[src/rtl/dmem_arbiter.sv]
// dmem_arbiter: shares one single-port synchronous data RAM between the CPU
// memory stage (master 0) and a secondary agent (master 1). Grants are
// combinational, with round-robin priority and an optional burst lock for
// master 1. Read data is routed back to its issuer through a {valid, owner}
// pipeline that matches the RAM read latency.
module dmem_arbiter #(
   parameter int AW     = 32,
   parameter int DW     = 32,
   parameter int RD_LAT = 1
) (
   input  logic          clk,
   input  logic          reset,
   input  logic          m0_req,
   input  logic          m0_we,
   input  logic [AW-1:0] m0_addr,
   input  logic [DW-1:0] m0_wdata,
   output logic          m0_gnt,
   output logic          m0_stall,
   output logic          m0_rvalid,
   output logic [DW-1:0] m0_rdata,
   input  logic          m1_req,
   input  logic          m1_we,
   input  logic [AW-1:0] m1_addr,
   input  logic [DW-1:0] m1_wdata,
   input  logic          m1_lock,
   output logic          m1_gnt,
   output logic          m1_stall,
   output logic          m1_rvalid,
   output logic [DW-1:0] m1_rdata,
   output logic          ram_wren,
   output logic [AW-1:0] ram_address,
   output logic [DW-1:0] ram_data,
   input  logic [DW-1:0] ram_q
);

   typedef enum logic [1:0] {
      ST_RR0   = 2'd0,
      ST_RR1   = 2'd1,
      ST_LOCK1 = 2'd2
   } arb_state_e;

   arb_state_e        state_q, state_d;
   logic              gnt0_s, gnt1_s, prio1_s;
   logic [RD_LAT-1:0] pv_q, pv_d;   // read-return valid per stage
   logic [RD_LAT-1:0] po_q, po_d;   // read-return owner per stage (1 = m1)
   logic              exit_v_s, exit_o_s;
   logic [DW-1:0]     rdata0_q, rdata0_d, rdata1_q, rdata1_d;

   // Arbitration: pick this cycle's owner and the next priority state
   always_comb begin
      gnt0_s  = 1'b0;
      gnt1_s  = 1'b0;
      prio1_s = 1'b0;
      state_d = state_q;
      if (reset) begin
         state_d = ST_RR0;
      end else if ((state_q == ST_LOCK1) && m1_req && m1_lock) begin
         // burst in progress: m1 keeps the port
         gnt1_s  = 1'b1;
         state_d = ST_LOCK1;
      end else begin
         // RR0/RR1, and the LOCK1 exit cycle which behaves as RR0
         case (state_q)
            ST_RR1:   prio1_s = 1'b1;
            ST_RR0:   prio1_s = 1'b0;
            ST_LOCK1: prio1_s = 1'b0;
            default:  prio1_s = 1'b0;
         endcase
         if (m0_req && m1_req) begin
            gnt0_s = ~prio1_s;
            gnt1_s = prio1_s;
         end else begin
            gnt0_s = m0_req;
            gnt1_s = m1_req;
         end
         if (gnt0_s) begin
            state_d = ST_RR1;
         end else if (gnt1_s) begin
            state_d = m1_lock ? ST_LOCK1 : ST_RR0;
         end else if (state_q == ST_LOCK1) begin
            state_d = ST_RR0;
         end else begin
            state_d = state_q;
         end
      end
   end

   // RAM pin drive from the granted master; idle bus is all zeros
   always_comb begin
      ram_wren    = 1'b0;
      ram_address = {AW{1'b0}};
      ram_data    = {DW{1'b0}};
      if (gnt0_s) begin
         ram_wren    = m0_we;
         ram_address = m0_addr;
         ram_data    = m0_wdata;
      end else if (gnt1_s) begin
         ram_wren    = m1_we;
         ram_address = m1_addr;
         ram_data    = m1_wdata;
      end else begin
         ram_wren    = 1'b0;
      end
   end

   // Read-return pipeline: granted reads enter stage 0 and shift one stage per cycle
   always_comb begin
      pv_d    = pv_q;
      po_d    = po_q;
      pv_d[0] = (gnt0_s & ~m0_we) | (gnt1_s & ~m1_we);
      po_d[0] = gnt1_s;
      for (int i = 1; i < RD_LAT; i++) begin
         pv_d[i] = pv_q[i-1];
         po_d[i] = po_q[i-1];
      end
   end

   // Entries leaving during reset belong to reads that reset has cancelled
   assign exit_v_s = pv_q[RD_LAT-1] & ~reset;
   assign exit_o_s = po_q[RD_LAT-1];

   // Route ram_q to the owning master; the other master keeps its last data
   always_comb begin
      rdata0_d = rdata0_q;
      rdata1_d = rdata1_q;
      if (exit_v_s && !exit_o_s) begin
         rdata0_d = ram_q;
      end else if (exit_v_s && exit_o_s) begin
         rdata1_d = ram_q;
      end else begin
         rdata0_d = rdata0_q;
         rdata1_d = rdata1_q;
      end
   end

   // State, pipeline and held read-data registers with synchronous reset
   always_ff @(posedge clk) begin
      if (reset) begin
         state_q  <= ST_RR0;
         pv_q     <= {RD_LAT{1'b0}};
         po_q     <= {RD_LAT{1'b0}};
         rdata0_q <= {DW{1'b0}};
         rdata1_q <= {DW{1'b0}};
      end else begin
         state_q  <= state_d;
         pv_q     <= pv_d;
         po_q     <= po_d;
         rdata0_q <= rdata0_d;
         rdata1_q <= rdata1_d;
      end
   end

   assign m0_gnt    = gnt0_s;
   assign m1_gnt    = gnt1_s;
   assign m0_stall  = m0_req & ~gnt0_s & ~reset;
   assign m1_stall  = m1_req & ~gnt1_s & ~reset;
   assign m0_rvalid = exit_v_s & ~exit_o_s;
   assign m1_rvalid = exit_v_s & exit_o_s;
   assign m0_rdata  = rdata0_d;
   assign m1_rdata  = rdata1_d;

endmodule

[config.mk]
export PLATFORM = sky130hd
export DESIGN_NAME = dmem_arbiter
export DESIGN_NICKNAME = d
export VERILOG_FILES = /design/src/rtl/dmem_arbiter.sv
export SDC_FILE = /design/constraint.sdc
export NUM_CORES = 1
export LEC_CHECK = 0
export ABC_AREA = 1
export CAP_MARGIN = 20
export CORE_AREA = 2 2 117 119
export CTS_CLUSTER_SIZE = 16
export DETAILED_ROUTE_END_ITERATION = 6
export DIE_AREA = 0 0 119 121
export PLACE_DENSITY = 0.81
export SLEW_MARGIN = 30
export SYNTH_ARGS = -nofsm -noshare
export SYNTH_HDL_FRONTEND = slang
export SYNTH_SLANG_ARGS = --single-unit
export TNS_END_PERCENT = 30
[constraint.sdc]
create_clock -name clk -period 2.55 [get_ports clk]
set_input_delay 0.51 -clock clk [delete_from_list [all_inputs] [get_ports clk]]
set_output_delay 0.51 -clock clk [all_outputs]
set_load 0.005 [all_outputs]
* Word level (Yosys, flattened, before mapping)
Index checks and enable logic that the tools add are counted.
** Storage, ports and cells
- Input port bits :: 167
- Output and inout port bits :: 135
- Word-level logic and storage cells :: 61
- Register bits :: 68
** Operators by class
- Mux-type cells :: 27
- Equality and inequality tests :: 2
- Bitwise logic cells :: 17
- Reductions and logical operators :: 9
** Operator list (number)
- $mux 32 :: 7
- $mux 1 :: 15
- $mux 2 :: 5
- $and 1x1->1 :: 9
- $not 1->1 :: 7
- $logic_and 1x1->1 :: 5
- $reduce_bool 4->1 :: 1
- $reduce_bool 3->1 :: 1
- $eq 2x1->1 const B :: 1
- $eq 2x2->1 const B :: 1
- $reduce_or 2->1 :: 1
- $logic_not 1->1 :: 1
- $or 1x1->1 :: 1

* Depth between registers and ports, before layout
- Depth after elaboration :: 14
- Depth in mapped cells :: 9
- Gate-level depth less buffers :: 7

* Least setup slack after synthesis
Ideal clock, no wire load.
- Kind :: input -> output
- From :: input port reset
- To :: output port m0_rdata[10]
- Arrival :: 1292 ps
- Cell stages on the path :: 7
- Path slack :: 748 ps
- Path buffers :: 3
- Data required time :: 2040 ps
- Cell sequence :: buf_6 -> nor2_4 -> nand2_1 -> buf_6 -> buf_2 -> o21ai_1 -> inv_1
** On the way
- Word-level cells in the longest chain between the ends :: 4
** Ends and longest elaborated chain
- start: declaration :: line 12 : input logic reset,
- $not 1->1 :: line 119 : assign exit_v_s = pv_q[RD_LAT-1] & ~reset;
- $and 1x1->1 :: line 119
- $logic_and 1x1->1 :: line 126 : if (exit_v_s && !exit_o_s) begin
- $mux 32 :: line 126
- end: declaration :: line 20 : output logic [DW-1:0] m0_rdata,
Every way passes these cells.

* Worst setup path in the final report
- From :: input port m0_req
- To :: output port ram_address[1]
** On the way
- Word-level cells in the longest chain between the ends :: 8
- Elaborated cells between the ends (all ways) :: 13
** Ends and longest elaborated chain
- start: declaration :: line 13 : input logic m0_req,
- $logic_and 1x1->1 :: line 69 : if (m0_req && m1_req) begin
- $mux 1 :: line 69
- $mux 1 :: line 57 : end else if ((state_q == ST_LOCK1) && m1_req && m1_lock) begin
- $mux 1 :: line 55 : if (reset) begin
- $mux 1 :: line 57
- $mux 1 :: line 55
- $mux 32 :: line 97 : end else if (gnt1_s) begin
- $mux 32 * :: line 93 : if (gnt0_s) begin
- end: declaration :: line 31 : output logic [AW-1:0] ram_address,
Every way passes the cells marked *; elsewhere a longest branch is shown, timed or not. The select of a mux whose other input is x is not followed.

==> results.yml <==
clock_tree:
  cts_root_buf: "clkbuf_16"
  ctsLongestPathBuffers: 2
  htree_levels: 3
  clock_latency_ps: 330
  cts_hold_buf: 0
  cts.sinks: 68
  numCtsBuffers: 9
  clkTransAtPathRegs_ps: 50
  tritoncts: "yes"
route:
  route.vias.total: 5261
  ant_nets: 0
  routed_wl_um: 16100
  drtIter0Drc: 254
  via_per_inst: 4.56
  wl_per_cell_um: 13.9
  post-route-drc-count: 0
  dr.pass1.iters: 5
setup_path:
  crit_path_end_kind: "output port"
  cp.required_ps: 2040
  critPathTopFamily: "buffers and inverters"
  criticalPathCategory: "primary input to output port"
  crit_path_frequent_cell: "nand2_2"
  endpoint: "ram_address[1]"
  timing.rr.end: "pv_q"
  critPathSlowestCell: "clkdlybuf4s50_1"
  ff2ff_path_depth: 8
  cp.arrival_ps: 2050
  crit_start: "m0_req"
  cp_cell_sequence: "dlygate4sd2_1, nand2_2, nand2_2, nand2_4, bufbuf_16, nand3_1, nand2_1, clkdlybuf4s50_1"
  path_max_fanout: 10
  setup.worst_path.start_class: "primary input"
  cp_num_cells: 8
  worstReg2RegStart: "state_q[1]"
  ff2ff_setup_slack_ps: 1260
  worst-path-buf-inv: 3
  critPathMaxStageDelay_ps: 490
grt:
  gr-total-overflow: 0
  grt_pass1_wl_um: 24000
  grt_start_max_net_pins: 65
  grt_usage_pct: 21.0
  grt_pass1_vias: 4775
  grt_antenna_before_repair: 1
die:
  die_h_um: 121
  rows: 42
  core-area_um2: 13100
  dieArea_um2: 14400
  io_pins: 302
  die_x_um: 119
  start_util_pct: 31.5
logic_synthesis:
  synthesis.nets: 840
  synth_seq_cells: 68
  ys.flop_type: "dfxtp_1"
  synth_edf_count: 0
  post_synth_num_cell_types: 22
  syn-mean-instance-area_um2: 6.12
  syn_area_um2: 4120
  ys_seq_area_share_pct: 33.0
  synthArstFlopShare_pct: 0
  postSynthCellCount: 673
  yosysWarningCount: 0
min_path:
  worst_hold_startpoint: "rdata0_q[13]"
  hold_class: "flip-flop to flip-flop"
finish:
  drive_gt1_share_pct: 8.80
  layout_common_cells: "253 x clkdlybuf4s50_1, 137 x nand2_1, 134 x inv_1, 115 x nand3_1, 68 x nor2_1"
  final_nets: 1139
  num-fill-cells: 1145
  final_area_um2: 8020
  final_common_cell: "clkdlybuf4s50_1"
  synthToLayoutAreaGrowth_pct: 94.5
sta:
  tns_ps: -17.0
  fin_crit_ps: 2560
  fin_worst_skew_ps: 5.24
  worst_pin_slew_ps: 681
  setup_viol: 4
  hold_viol: 0
  finalCritPeriodShare_pct: 100
  worst_slack_ps: -8.44
  slew_headroom_pct: 54.6
  rsz0062_at_grt: "true"
  maxSlewViolCount: 0
  fmax_mhz: 391
placed_design:
  postPlaceCellArea_um2: 7340
  dpl.hpwl_um: 11900
  gp_congestion: 0.810
  place_ws_ps: -271
  io_buffers: 301
power:
  power.density_nw_per_um2: 440
  ir_worst_vdd_uv: 313
  p_leak_nw: 4.62
run_status:
  violations: "negative setup slack"
  status: "finished, violations left"
job:
  max-cap-violations: 0
power breakdown:
group / internal, mW / leakage, nW / switching, mW
clock network: 0.851 / 0.155 / 0.461
logic: 0.659 / 3.91 / 0.442
registers: 1.11 / 0.553 / 0.0124
total: 2.62 / 4.62 / 0.916
worst reg2reg max path, cell delays in order (launching register included):
cell       delay (ps)
dfxtp_2           360
inv_2              50
nand2_1            70
nand2_2            80
nand2_2            90
nand2_4           110
bufbuf_16         300
nand3_1            70
nand2_1            50
per-stage QoR:
step           std cells  power (mW)  hold slack [ps]  utilization, %
2_1_floorplan        673        1.51              522               -
3_5_place_dp        1125        2.19              544            56.1
5_1_grt             1154        3.71              585            61.3
4_1_cts             1149        3.56              556            59.8
6_report            1154        3.53              552            61.3
3_3_place_gp        1125        2.18              540            56.1
layer usage:
layer / up-vias / global-route usage [%] / routed length (um)
met2: 228 / 37.0 / 8200
li1: 2658 / - / -
met3: 31 / 7.14 / 1430
met1: 2344 / 23.4 / 6030
met4: 0 / 7.66 / 430
met5: - / 0 / 0
sequential cells by signal, summed over array words and instances, names as in the netlist:
signal / cells
rdata0_q: 32
exit_o_s: 1
state_q: 2
rdata1_q: 32
pv_q: 1
kinds of logic after synthesis:
group,after synthesis,synth area share (%)
AND/OR/NAND/NOR,351,38.1
flip-flops,68,33.0
buffers and inverters,187,20.7
AO/OA/AOI/OAI,67,8.14
repair_timing:
action                                  CTS  global route
cloned                                    3             3
resized for setup                        24            41
endpoints found under the setup margin   69            59
pin swaps                                 2             3
setup buffers                             5             1
hold endpoints to repair                  0             0
synth_stat cells (3+ instances only):
cell,n,share of area (%)
buf_2,17,2.1
buf_4,4,0.73
buf_6,14,3.8
clkbuf_1,13,1.2
dfxtp_1,68,33
inv_1,134,12
inv_2,3,0.27
nand2_1,139,13
nand2_2,4,0.61
nand3_1,121,15
nand3_2,10,2.4
nor2_1,70,6.4
o21ai_1,64,7.8
how the worst min path moves through the flow:
stage	cells after the start	endpoint
floorplan	4	rdata0_q[0]
detailed placement	4	rdata0_q[18]
global placement	4	rdata0_q[12]
finish	4	rdata0_q[13]
CTS	4	rdata0_q[18]
global route	4	rdata0_q[18]
area by class of cell:
class | count | area, um^2 | area share (%)
timing repair buffer | 338 | 3630 | 45.3
multi-input combinational | 418 | 1970 | 24.6
sequential | 68 | 1360 | 17.0
inverter | 137 | 514 | 6.41
clock buffer | 9 | 225 | 2.81
tap | 176 | 220 | 2.75
clock inverter | 7 | 91.3 | 1.14
antenna | 1 | 2.50 | 0.0312
No activity file was read; power rests on OpenSTA's default activity.
